**src/rtl/dmem_access_ctrl.sv**
```systemverilog
// dmem_access_ctrl: shares a word-organised data memory between the CPU
// load/store unit and a DMA/debug port. One transaction at a time. Only
// full-word memory accesses are issued. Byte and half stores are done as
// read-modify-write, because all four byte lanes share one write enable.
module dmem_access_ctrl #(
    parameter bit CPU_PRIORITY = 1'b1
) (
    input  logic        clk,
    input  logic        rst_n,
    input  logic        cpu_req_valid,
    output logic        cpu_req_ready,
    input  logic        cpu_we,
    input  logic [31:0] cpu_addr,
    input  logic [31:0] cpu_wdata,
    input  logic [2:0]  cpu_size,
    output logic        cpu_rsp_valid,
    output logic        cpu_rsp_err,
    output logic [31:0] cpu_rdata,
    input  logic        dma_req_valid,
    output logic        dma_req_ready,
    input  logic        dma_we,
    input  logic [31:0] dma_addr,
    input  logic [31:0] dma_wdata,
    output logic        dma_rsp_valid,
    output logic        dma_rsp_err,
    output logic [31:0] dma_rdata,
    output logic [31:0] mem_addr,
    output logic [31:0] mem_wdata,
    output logic        mem_we,
    output logic [2:0]  mem_ctrl,
    input  logic [31:0] mem_rdata
);

    typedef enum logic [2:0] {
        ST_IDLE = 3'd0,
        ST_RD   = 3'd1,
        ST_CAP  = 3'd2,
        ST_WR   = 3'd3,
        ST_ACK  = 3'd4
    } state_t;

    localparam logic [2:0] SZ_B  = 3'b000;
    localparam logic [2:0] SZ_H  = 3'b001;
    localparam logic [2:0] SZ_W  = 3'b010;
    localparam logic [2:0] SZ_BU = 3'b100;
    localparam logic [2:0] SZ_HU = 3'b101;

    // Misaligned half/word or an unused size code.
    function automatic logic f_req_err(input logic [2:0] size, input logic [1:0] lane);
        logic err;
        case (size)
            SZ_B, SZ_BU: err = 1'b0;
            SZ_H, SZ_HU: err = lane[0];
            SZ_W:        err = (lane != 2'b00);
            default:     err = 1'b1;
        endcase
        return err;
    endfunction

    // Pick the addressed lane out of a raw word and extend it.
    function automatic logic [31:0] f_extract(input logic [31:0] word,
                                              input logic [2:0]  size,
                                              input logic [1:0]  lane);
        logic [7:0]  b;
        logic [15:0] h;
        logic [31:0] res;
        case (lane)
            2'd0:    b = word[7:0];
            2'd1:    b = word[15:8];
            2'd2:    b = word[23:16];
            2'd3:    b = word[31:24];
            default: b = word[7:0];
        endcase
        h = lane[1] ? word[31:16] : word[15:0];
        case (size)
            SZ_B:    res = {{24{b[7]}}, b};
            SZ_BU:   res = {24'h000000, b};
            SZ_H:    res = {{16{h[15]}}, h};
            SZ_HU:   res = {16'h0000, h};
            default: res = word;
        endcase
        return res;
    endfunction

    // Put right-aligned store data into the addressed lane of the old word.
    function automatic logic [31:0] f_merge(input logic [31:0] word,
                                            input logic [31:0] wdata,
                                            input logic [2:0]  size,
                                            input logic [1:0]  lane);
        logic [31:0] res;
        res = word;
        case (size)
            SZ_B, SZ_BU: begin
                case (lane)
                    2'd0:    res[7:0]   = wdata[7:0];
                    2'd1:    res[15:8]  = wdata[7:0];
                    2'd2:    res[23:16] = wdata[7:0];
                    2'd3:    res[31:24] = wdata[7:0];
                    default: res[7:0]   = wdata[7:0];
                endcase
            end
            SZ_H, SZ_HU: begin
                if (lane[1]) begin
                    res[31:16] = wdata[15:0];
                end else begin
                    res[15:0] = wdata[15:0];
                end
            end
            default: res = wdata;
        endcase
        return res;
    endfunction

    state_t      r_state;
    state_t      w_next_state;

    logic        r_we;
    logic [1:0]  r_lane;
    logic [31:0] r_wdata;
    logic [2:0]  r_size;
    logic        r_owner_dma;
    logic        r_last_dma;

    logic        r_cpu_rsp_valid;
    logic        r_cpu_rsp_err;
    logic [31:0] r_cpu_rdata;
    logic        r_dma_rsp_valid;
    logic        r_dma_rsp_err;
    logic [31:0] r_dma_rdata;
    logic [31:0] r_mem_addr;
    logic [31:0] r_mem_wdata;
    logic        r_mem_we;

    logic        w_idle;
    logic        w_tie_cpu;
    logic        w_grant_cpu;
    logic        w_grant_dma;
    logic        w_accept;
    logic        w_sel_we;
    logic [31:0] w_sel_addr;
    logic [31:0] w_sel_wdata;
    logic [2:0]  w_sel_size;
    logic        w_sel_err;
    logic        w_sel_word_store;

    // Arbitration and selection of the winning request (only used in IDLE).
    always_comb begin
        w_idle    = (r_state == ST_IDLE);
        w_tie_cpu = CPU_PRIORITY ? 1'b1 : r_last_dma;
        w_grant_cpu = cpu_req_valid & (~dma_req_valid | w_tie_cpu);
        w_grant_dma = dma_req_valid & ~w_grant_cpu;
        w_accept    = w_idle & (w_grant_cpu | w_grant_dma);
        if (w_grant_cpu) begin
            w_sel_we    = cpu_we;
            w_sel_addr  = cpu_addr;
            w_sel_wdata = cpu_wdata;
            w_sel_size  = cpu_size;
        end else begin
            w_sel_we    = dma_we;
            w_sel_addr  = dma_addr;
            w_sel_wdata = dma_wdata;
            w_sel_size  = SZ_W;
        end
        w_sel_err        = f_req_err(w_sel_size, w_sel_addr[1:0]);
        w_sel_word_store = w_sel_we & (w_sel_size == SZ_W);
    end

    assign cpu_req_ready = w_idle & w_grant_cpu;
    assign dma_req_ready = w_idle & w_grant_dma;

    // Next-state decode for the transaction sequencer.
    always_comb begin
        w_next_state = r_state;
        case (r_state)
            ST_IDLE: begin
                if (w_accept) begin
                    if (w_sel_err) begin
                        w_next_state = ST_ACK;
                    end else if (w_sel_word_store) begin
                        w_next_state = ST_WR;
                    end else begin
                        w_next_state = ST_RD;
                    end
                end else begin
                    w_next_state = ST_IDLE;
                end
            end
            ST_RD:   w_next_state = ST_CAP;
            ST_CAP: begin
                if (r_we) begin
                    w_next_state = ST_WR;
                end else begin
                    w_next_state = ST_ACK;
                end
            end
            ST_WR:   w_next_state = ST_ACK;
            ST_ACK:  w_next_state = ST_IDLE;
            default: w_next_state = ST_IDLE;
        endcase
    end

    // Sequencer state register.
    always_ff @(posedge clk or negedge rst_n) begin
        if (!rst_n) begin
            r_state <= ST_IDLE;
        end else begin
            r_state <= w_next_state;
        end
    end

    // Request capture, memory strobes, merge/extract and response registers.
    always_ff @(posedge clk or negedge rst_n) begin
        if (!rst_n) begin
            r_we            <= 1'b0;
            r_lane          <= 2'b00;
            r_wdata         <= 32'h0;
            r_size          <= 3'b000;
            r_owner_dma     <= 1'b0;
            r_last_dma      <= 1'b1;
            r_cpu_rsp_valid <= 1'b0;
            r_cpu_rsp_err   <= 1'b0;
            r_cpu_rdata     <= 32'h0;
            r_dma_rsp_valid <= 1'b0;
            r_dma_rsp_err   <= 1'b0;
            r_dma_rdata     <= 32'h0;
            r_mem_addr      <= 32'h0;
            r_mem_wdata     <= 32'h0;
            r_mem_we        <= 1'b0;
        end else begin
            r_mem_we        <= 1'b0;
            r_cpu_rsp_valid <= 1'b0;
            r_cpu_rsp_err   <= 1'b0;
            r_dma_rsp_valid <= 1'b0;
            r_dma_rsp_err   <= 1'b0;
            case (r_state)
                ST_IDLE: begin
                    if (w_accept) begin
                        r_we        <= w_sel_we;
                        r_lane      <= w_sel_addr[1:0];
                        r_wdata     <= w_sel_wdata;
                        r_size      <= w_sel_size;
                        r_owner_dma <= w_grant_dma;
                        r_last_dma  <= w_grant_dma;
                        if (w_sel_err) begin
                            if (w_grant_dma) begin
                                r_dma_rsp_valid <= 1'b1;
                                r_dma_rsp_err   <= 1'b1;
                            end else begin
                                r_cpu_rsp_valid <= 1'b1;
                                r_cpu_rsp_err   <= 1'b1;
                            end
                        end else begin
                            r_mem_addr <= {w_sel_addr[31:2], 2'b00};
                            if (w_sel_word_store) begin
                                r_mem_wdata <= w_sel_wdata;
                                r_mem_we    <= 1'b1;
                            end
                        end
                    end
                end
                ST_CAP: begin
                    if (r_we) begin
                        r_mem_wdata <= f_merge(mem_rdata, r_wdata, r_size, r_lane);
                        r_mem_we    <= 1'b1;
                    end else if (r_owner_dma) begin
                        r_dma_rdata     <= mem_rdata;
                        r_dma_rsp_valid <= 1'b1;
                    end else begin
                        r_cpu_rdata     <= f_extract(mem_rdata, r_size, r_lane);
                        r_cpu_rsp_valid <= 1'b1;
                    end
                end
                ST_WR: begin
                    if (r_owner_dma) begin
                        r_dma_rsp_valid <= 1'b1;
                    end else begin
                        r_cpu_rsp_valid <= 1'b1;
                    end
                end
                default: begin
                    r_mem_we <= 1'b0;
                end
            endcase
        end
    end

    assign cpu_rsp_valid = r_cpu_rsp_valid;
    assign cpu_rsp_err   = r_cpu_rsp_err;
    assign cpu_rdata     = r_cpu_rdata;
    assign dma_rsp_valid = r_dma_rsp_valid;
    assign dma_rsp_err   = r_dma_rsp_err;
    assign dma_rdata     = r_dma_rdata;
    assign mem_addr      = r_mem_addr;
    assign mem_wdata     = r_mem_wdata;
    assign mem_we        = r_mem_we;
    assign mem_ctrl      = 3'b010;

endmodule
```
**config.mk**
```make
export PLATFORM = sky130hd
export DESIGN_NAME = dmem_access_ctrl
export DESIGN_NICKNAME = d
export VERILOG_FILES = /design/src/rtl/dmem_access_ctrl.sv
export SDC_FILE = /design/constraint.sdc
export NUM_CORES = 1
export LEC_CHECK = 0
export ABC_AREA = 1
export ABC_CLOCK_PERIOD_IN_PS = 2029
export CELL_PAD_IN_SITES_DETAIL_PLACEMENT = 1
export CELL_PAD_IN_SITES_GLOBAL_PLACEMENT = 1
export CORE_ASPECT_RATIO = 0.7
export CORE_MARGIN = 2
export CORE_UTILIZATION = 33
export DETAILED_ROUTE_END_ITERATION = 8
export PLACE_DENSITY_LB_ADDON = 0.1
export REMOVE_ABC_BUFFERS = 1
export SETUP_SLACK_MARGIN = 0.02
export SLEW_MARGIN = 10
export SYNTH_ARGS = -nofsm -noshare
export SYNTH_HDL_FRONTEND = slang
export SYNTH_SLANG_ARGS = --single-unit
```
**constraint.sdc**
```tcl
create_clock -name clk -period 2.03 [get_ports clk]
set_clock_uncertainty 0.15 [all_clocks]
set_input_delay 0.203 -clock clk [delete_from_list [all_inputs] [get_ports clk]]
set_output_delay 0.203 -clock clk [all_outputs]
set_load 0.01 [all_outputs]
```
Word level (Yosys, flattened, before mapping) --
Cells that the tools add are included.
Cells by class: $add $sub $neg 0, multiply operators 0, div/mod/pow operators 0, magnitude comparators 0, eq/ne operators 17, shifts and indexed selects 0, mux-type cells 44, bitwise operators 10, reduce and logical (&&, ||, !) cells 15
Operator list (number):
- 2-to-1 mux 32 bit | 6
- one-hot mux 32 bit (2 select lines) | 2
- one-hot mux 32 bit (4 select lines) | 1
- 2-to-1 mux 16 bit | 3
- 2-to-1 mux 8 bit | 4
- one-hot mux 8 bit (4 select lines) | 1
- 2-to-1 mux 1 bit | 17
- equality test 3 bit, second input constant | 4
- 2-to-1 mux 3 bit | 4
- one-hot mux 3 bit (4 select lines) | 1
- equality test 3 x 1 -> 1 bit, second input constant | 3
- equality test 3 x 2 -> 1 bit, second input constant | 3
- logical NOT 3 bit | 3
- one-hot mux 1 bit (3 select lines) | 3
- AND reduction 3 bit | 3
- OR reduction 2 bit | 4
- AND 1 bit | 5
- AND reduction 5 bit | 1
- equality test 2 bit, second input constant | 2
- inequality test 2 x 1 -> 1 bit, second input constant | 2
- inequality test 2 bit, second input constant | 2
- NOT 1 bit | 4
- nonzero test 2 bit | 2
- equality test 2 x 1 -> 1 bit, second input constant | 1
- 5 further kinds | 5
Word-level totals: register bits after elaboration 173, bits in latches 0, RAM bits 0, bits in read-only memories 0, output and inout port bits 138, memories kept 0

Depth between registers and ports, before layout --
Gate-level depths: netlist of the first run.
depth in word-level cells 7, depth in mapped cells 11, gate-level depth less buffers 10

Least setup slack after synthesis of the first run --
No wires, ideal clock.
path type reg-to-reg, from reg r_state[2], to reg r_mem_wdata[10] (netlist: mem_wdata[10]), data arrival time 1314 ps, data required time 1763 ps, path slack 449 ps, cell stages (with the launch flop) 10, buffers on the path 1, period minus slack after synthesis 1581 ps, cell sequence dfrtp_1 > nor2_1 > nand2_1 > nor2_2 > nand3_2 > inv_1 > nand2_2 > buf_2 > nand3_1 > nand2_1
Between the ends: cells in the longest elaborated chain, start to end 4, elaborated cells between the ends (all ways) 10, those cells by class eq/ne (5); mux (1); bitwise (1); reduce/logical (3)
Ends and longest elaborated chain:
- from (decl) | RTL line 114 | state_t r_state;
- from (signal assigned) | RTL line 207 | r_state <= w_next_state;
- logical NOT 3 bit | RTL line 148, 235
- AND 1 bit | RTL line 152 | w_accept = w_idle & (w_grant_cpu | w_grant_dma);
- inequality test 2 x 1 -> 1 bit (no source line)
- AND reduction 5 bit (no source line)
- to (signal assigned) | RTL line 255 | r_mem_wdata <= w_sel_wdata;
- to (signal assigned) | RTL line 263 | r_mem_wdata <= f_merge(mem_rdata, r_wdata, r_size, r_lane);
- to (decl) | RTL line 131 | logic [31:0] r_mem_wdata;
Several ways; a longest one is shown, not always the timed one. A chain may end at the register's enable or synchronous reset.

Final worst setup path of the first run --
from reg r_lane[1], to reg r_cpu_rdata[21] (netlist: cpu_rdata[21])
Between the ends: cells in the longest elaborated chain, start to end 3, elaborated cells between the ends (all ways) 7, those cells by class eq/ne (3); mux (3); reduce/logical (1)
Ends and longest elaborated chain:
- from (decl) | RTL line 118 | logic [1:0] r_lane;
- from (signal assigned) | RTL line 239 | r_lane <= w_sel_addr[1:0];
- equality test 2 bit, or another cell as far along | RTL line 67 | case (lane)
- one-hot mux 8 bit (4 select lines) | RTL line 67
- one-hot mux 32 bit (4 select lines) * | RTL line 75 | case (size)
- to (signal assigned) | RTL line 269 | r_cpu_rdata <= f_extract(mem_rdata, r_size, r_lane);
- to (decl) | RTL line 126 | logic [31:0] r_cpu_rdata;
Mark *: on every way between the ends. The rest lies on a longest branch, timed or not.

==> results of run 1 <==
[synth_stat cells, types with 2 or more instances]
| cell | count |
|---|---|
| nand3_2 | 3 |
| dfrtp_1 | 173 |
| nand2_2 | 5 |
| o211ai_1 | 2 |
| clkbuf_1 | 41 |
| o21ai_1 | 33 |
| nand4_1 | 16 |
| buf_4 | 11 |
| buf_2 | 31 |
| mux2i_1 | 16 |
| clkbuf_2 | 3 |
| nor2_1 | 78 |
| o22ai_1 | 3 |
| conb_1 | 2 |
| a21oi_1 | 22 |
| o21ai_0 | 101 |
| nand3_1 | 131 |
| or2_2 | 4 |
| inv_2 | 4 |
| nand2_1 | 599 |
| a21boi_0 | 2 |
| inv_1 | 118 |
| buf_6 | 6 |
| a21oi_2 | 2 |
| nor2_2 | 2 |
| mux2_2 | 2 |
[logic make-up after synthesis]
| group | after synthesis | synth area share [%] |
|---|---|---|
| compound gates | 168 | 9.02 |
| buf+inv | 216 | 9.63 |
| flops | 173 | 44.3 |
| mux | 18 | 1.87 |
| other cells | 2 | 0.0768 |
| simple gates | 842 | 35.1 |
[per-stage QoR]
stage                     power (µW)  setup slack [ps]  utilization, %
after floorplan                10600             -1260               -
after global placement         16300              82.1            46.6
after detailed placement       16600              46.7            46.6
after CTS                      20000              12.7            48.5
after global routing           21400              9.33            48.7
final                          20000              98.4            48.7
[state kept, by name, summed over array words and instances, names as in the netlist]
name / cells
r_we: 1
r_owner_dma: 1
cpu_rsp_err: 1
mem_addr: 30
mem_wdata: 32
dma_rsp_valid: 1
dma_rdata: 32
r_wdata: 32
dma_rsp_err: 1
cpu_rsp_valid: 1
r_lane: 2
r_size: 3
r_state: 3
mem_we: 1
cpu_rdata: 32
[power breakdown]
part | total, µW | internal [µW] | switching [µW] | leakage, µW
Combinational | 10400 | 4540 | 5820 | 0.00476
Clock | 3310 | 1890 | 1420 | 0.000283
Sequential | 6290 | 5090 | 1210 | 0.00211
[layout make-up]
cell class                      count  area, µm²  area share (%)
Multi-Input combinational cell   1033       4580            32.4
Sequential cell                   173       4330            30.7
Timing Repair Buffer              368       3700            26.2
Clock buffer                       23        478            3.39
Tap cell                          378        473            3.35
Inverter                          124        468            3.31
Clock inverter                      7       88.8           0.629
[critical path, stage by stage (launching register included)]
cell	delay (ps)
dfrtp_2	510
buf_12	190
nand2_2	70
inv_2	160
nand2_1	110
nand3_1	130
nand3_2	100
buf_12	180
nand3_1	90
o21ai_0	100
inv_1	60
[path summary, 6_finish.rpt]
| kind | from | end | slack, ps | depth (start not counted) |
|---|---|---|---|---|
| max | r_lane[1]$_DFFE_PN0P_ | cpu_rdata[21]$_DFFE_PN0P_ | 100 | 10 |
| max reg2reg | r_lane[1]$_DFFE_PN0P_ | cpu_rdata[21]$_DFFE_PN0P_ | 100 | 10 |
| min reg2reg | r_wdata[16]$_DFFE_PN0P_ | r_wdata[16]$_DFFE_PN0P_ | 320 | 2 |
| max in group asynchronous | rst_n | r_wdata[7]$_DFFE_PN0P_ | 990 | 3 |
| min in group asynchronous | rst_n | mem_addr[31]$_DFFE_PN0P_ | 100 | 2 |
| min | cpu_req_valid | mem_addr[28]$_DFFE_PN0P_ | 60 | 5 |
[timing repair]
item	in CTS	in global routing
hold buffers	1	0
endpoints found under the hold margin	173	0
endpoints found under the setup margin	2	70
resized for setup	3	12
buffers inserted	0	1
[per-layer routing]
layer	vias up	GRT usage (%)	wire, µm
li1	5031	-	-
met1	5275	37.4	19200
met2	257	43.9	19100
met3	36	5.99	2340
met4	2	4.82	383
met5	-	0	13
==> results.json, run 1 <==
{
  "endpoint_kind": "flip-flop",
  "syn_area_um2": 9780,
  "die_height_um": 148,
  "grt_usage_pct": 27.0,
  "cp.required_ps": 2260,
  "fillers": 3657,
  "ant_nets": 0,
  "powerDensity_nw_per_um2": 1410,
  "worst_slew_pin_slew_ps": 537,
  "synth_cell_type_count": 35,
  "drc_errors": 0,
  "cp.arrival_ps": 2160,
  "critPathMaxFanout": 24,
  "cts.clk_slew.worst_paths_ps": 70,
  "synth_edf_count": 0,
  "nNetsFinal": 1886,
  "hpwl_um": 30800,
  "final_max_slew_viol_count": 0,
  "finish.instance_area_um2": 14100,
  "gr-total-overflow": 0,
  "port-buffer-count": 301,
  "layout_commonest_cell": "nand2_1",
  "syn_inst": 1419,
  "rsz0062_at_grt": "true",
  "cts_tree": "yes",
  "timing.final.crit_period_ps": 1930,
  "die-width_um": 210,
  "grt_max_degree": 56,
  "diodes": 0,
  "synthFlopType": "dfrtp_1",
  "tns_ps": 0,
  "min_period_over_period_pct": 95.2,
  "hold_ws_ps": 57.1,
  "cts_made_buffers": 17,
  "grt_pass1_wl_um": 64300,
  "synthToLayoutAreaGrowth_pct": 44.4,
  "num_vias": 10600,
  "postSynthAreaPerCell_um2": 6.89,
  "cts.sink_count": 173,
  "yosysSeqAreaShare_pct": 44.3,
  "synth_top_cell_by_area": "dfrtp_1",
  "drv_cap": 0,
  "die_area_um2": 31100,
  "final_hold_viol_count": 0,
  "synth.top_cell.area_share_pct": 44.3,
  "max-vdd-ir-drop_mv": 0.726,
  "first_iter_violations": 621,
  "core-area_um2": 29000,
  "status": "finished clean",
  "initial_core_util_pct": 33.7,
  "grt_pass1_vias": 10900,
  "ys_async_sr_fraction_pct": 100,
  "wl_per_cell_um": 19.5,
  "timing.slew.headroom_pct": 64.2,
  "synth-seq-cells": 173,
  "yosys-top-cells-area": "dfrtp_1, nand2_1, nand3_1, o21ai_0, inv_1",
  "htree_levels": 4,
  "root_buffer": "clkbuf_16",
  "clock_latency_ps": 440,
  "final_cells": 2106,
  "num_rows": 52,
  "firstDrtPassIters": 5,
  "antenna_found_initial": 1,
  "critPathLaunchType": "flip-flop",
  "postPlaceCellArea_um2": 13500,
  "drive_gt1_share_pct": 7.81,
  "gp_congestion": 0.864,
  "drt-vias-per-instance": 5.03,
  "synth_warnings": 0,
  "clock_path_buffers": 2,
  "setup_viol": 0,
  "layout_common_cells": "nand2_1, clkdlybuf4s50_1, dfrtp_1",
  "min_path_type": "in2reg",
  "boundaryPins": 307,
  "dpl.cell_count": 2074,
  "max_freq_mhz": 518,
  "leakagePower_uw": 0.00715,
  "path_class": "reg2reg",
  "route.final.wire_length_um": 41000
}
Note: power is estimated with default switching activity, not from simulation.
==> run 2, diff against run 1 <==
--- a/config.mk
+++ b/config.mk
@@ -7,13 +7,11 @@
 export LEC_CHECK = 0
 export ABC_AREA = 1
 export ABC_CLOCK_PERIOD_IN_PS = 2029
-export CELL_PAD_IN_SITES_DETAIL_PLACEMENT = 1
-export CELL_PAD_IN_SITES_GLOBAL_PLACEMENT = 1
 export CORE_ASPECT_RATIO = 0.7
 export CORE_MARGIN = 2
-export CORE_UTILIZATION = 33
+export CORE_UTILIZATION = 48
 export DETAILED_ROUTE_END_ITERATION = 8
-export PLACE_DENSITY_LB_ADDON = 0.1
+export PLACE_DENSITY = 0.82
 export REMOVE_ABC_BUFFERS = 1
 export SETUP_SLACK_MARGIN = 0.02
 export SLEW_MARGIN = 10
==> run 2 against run 1 <==
  * Fmax fell by 1.6%
  * Sequential share of layout area rose by 0.28 points
  * Final cell count fell by 4.8%
  * Non-clock buffer count rose by 4
  * Register-to-register slack got worse by 30 ps
  * Die area fell by 31%
  * Sequential cell count did not move
  * Combinational power fell by 6%
  * Clock-buffer cell count fell by 5
  * Highest routed layer is now met4
==> results.json, run 2 (synthesis results as in run 1) <==
{
  "status": "finished clean",
  "met2_length_um": 15300,
  "drv_cap": 0,
  "max_freq_mhz": 509,
  "layout_common_cells": "nand2_1, clkdlybuf4s50_1, dfrtp_1",
  "port-buffer-count": 301,
  "num_vias": 10600,
  "min_period_over_period_pct": 96.7,
  "final_hold_viol_count": 0,
  "cp.required_ps": 2140,
  "synthToLayoutAreaGrowth_pct": 43.1,
  "gp_congestion": 0.907,
  "die_height_um": 123,
  "first_iter_violations": 1020,
  "wl_per_cell_um": 16.9,
  "core-area_um2": 19900,
  "timing.slew.headroom_pct": 43.4,
  "num_rows": 43,
  "cts_tree": "yes",
  "wl_met3_um": 3550,
  "drc_errors": 0,
  "grt_usage_pct": 30.8,
  "clock_path_buffers": 2,
  "grt_max_degree": 87,
  "slowest_stage": "buf_4",
  "critical_path.max_stage_delay_ps": 640,
  "die-width_um": 175,
  "critPathLaunchType": "flip-flop",
  "max-vdd-ir-drop_mv": 1.21,
  "crit_chain": "inv_1, nand2_2, nor2_4, inv_2, buf_4, o21ai_0",
  "topRoutingLayerUsed": "met4",
  "dpl.cell_count": 1967,
  "boundaryPins": 307,
  "final_cells": 2004,
  "layout_commonest_cell": "nand2_1",
  "initial_core_util_pct": 49.1,
  "cts_made_buffers": 17,
  "cp.arrival_ps": 2080,
  "die_area_um2": 21600,
  "firstDrtPassIters": 5,
  "nNetsFinal": 1890,
  "grt_pass1_vias": 10000,
  "final_max_slew_viol_count": 0,
  "min_path_type": "in2async",
  "root_buffer": "clkbuf_16",
  "cts.clk_slew.worst_paths_ps": 70,
  "route.layer.met1.wl_um": 14200,
  "path_class": "reg2reg",
  "worst_slew_pin_slew_ps": 849,
  "cts.sink_count": 173,
  "clock_latency_ps": 440,
  "drive_gt1_share_pct": 8.14,
  "endpoint_kind": "flip-flop",
  "grt_pass1_wl_um": 51700,
  "pre_cts_ws_ps": -380,
  "rsz0062_at_grt": "true",
  "finalWorstSetupSlack_ps": 67.2,
  "setup_viol": 0,
  "route.final.wire_length_um": 33800,
  "critPathMaxFanout": 86,
  "drt-vias-per-instance": 5.27,
  "leakagePower_uw": 0.00715,
  "hpwl_um": 24500,
  "antenna_found_initial": 2,
  "powerDensity_nw_per_um2": 1390,
  "gr-total-overflow": 0,
  "timing.final.crit_period_ps": 1960,
  "ant_nets": 0,
  "htree_levels": 4
}
## run 2: worst max-delay path, delay by kind of cell, from the launching register on
kind / cells / cell delay, ps
buf+inv: 3 / 790
flops: 1 / 360
compound gates: 1 / 240
simple gates: 2 / 180
## run 2: where the power goes
group | leakage (µW) | switching (µW) | internal [µW]
combinational | 0.00475 | 5360 | 4430
sequential | 0.00211 | 1150 | 5080
clock | 0.000292 | 1470 | 1990
## run 2: worst paths after layout
kind                       slack (ps)                    start  depth (start not counted)                      end
setup reg to reg                   70     r_state[1]$_DFF_PN0_                          6   r_wdata[8]$_DFFE_PN0P_
max in group asynchronous         910                    rst_n                          3  r_wdata[14]$_DFFE_PN0P_
setup / recovery                   70     r_state[1]$_DFF_PN0_                          6   r_wdata[8]$_DFFE_PN0P_
hold / removal                    120                    rst_n                          2  r_wdata[12]$_DFFE_PN0P_
hold reg to reg                   330  r_wdata[28]$_DFFE_PN0P_                          2  r_wdata[28]$_DFFE_PN0P_
min in group clk                  180            cpu_req_valid                          5    r_lane[1]$_DFFE_PN0P_
## run 2: layout make-up
type	count	area, µm²
tap	270	338
antenna	1	2.50
clock buffer	18	439
timing repair buffer	372	3690
multi-input combinational	1033	4550
inverter	124	468
clock inverter	13	176
fill	1598	5910
sequential	173	4330
## run 2: repair_timing
action,in CTS,in global routing
buffers inserted,0,1
gates cloned,0,3
gates resized for setup,8,13
setup endpoints to repair,33,59
hold buffers,1,0
hold endpoints to repair,153,0
pin swaps,0,0
## run 2: metal layers
metal,vias to the layer above,GRT usage [%]
met1,4920,42.0
met5,-,0
met2,537,48.5
met4,0,10.0
met3,55,7.87
li1,5041,-
## run 2: through the flow
step                utilization, %  total power [µW]  area [µm²]  TNS [ps]  hold WS [ps]
global route                  70.3             20700       14000     -9.19           180
CTS                           69.7             19200       13900         0           136
global placement              66.5             15500       13200     -8860          9.38
detailed placement            66.5             15700       13200    -13210          6.05
floorplan                        -             10600        9320   -110810          -243
finish                        70.3             19500       14000         0           121
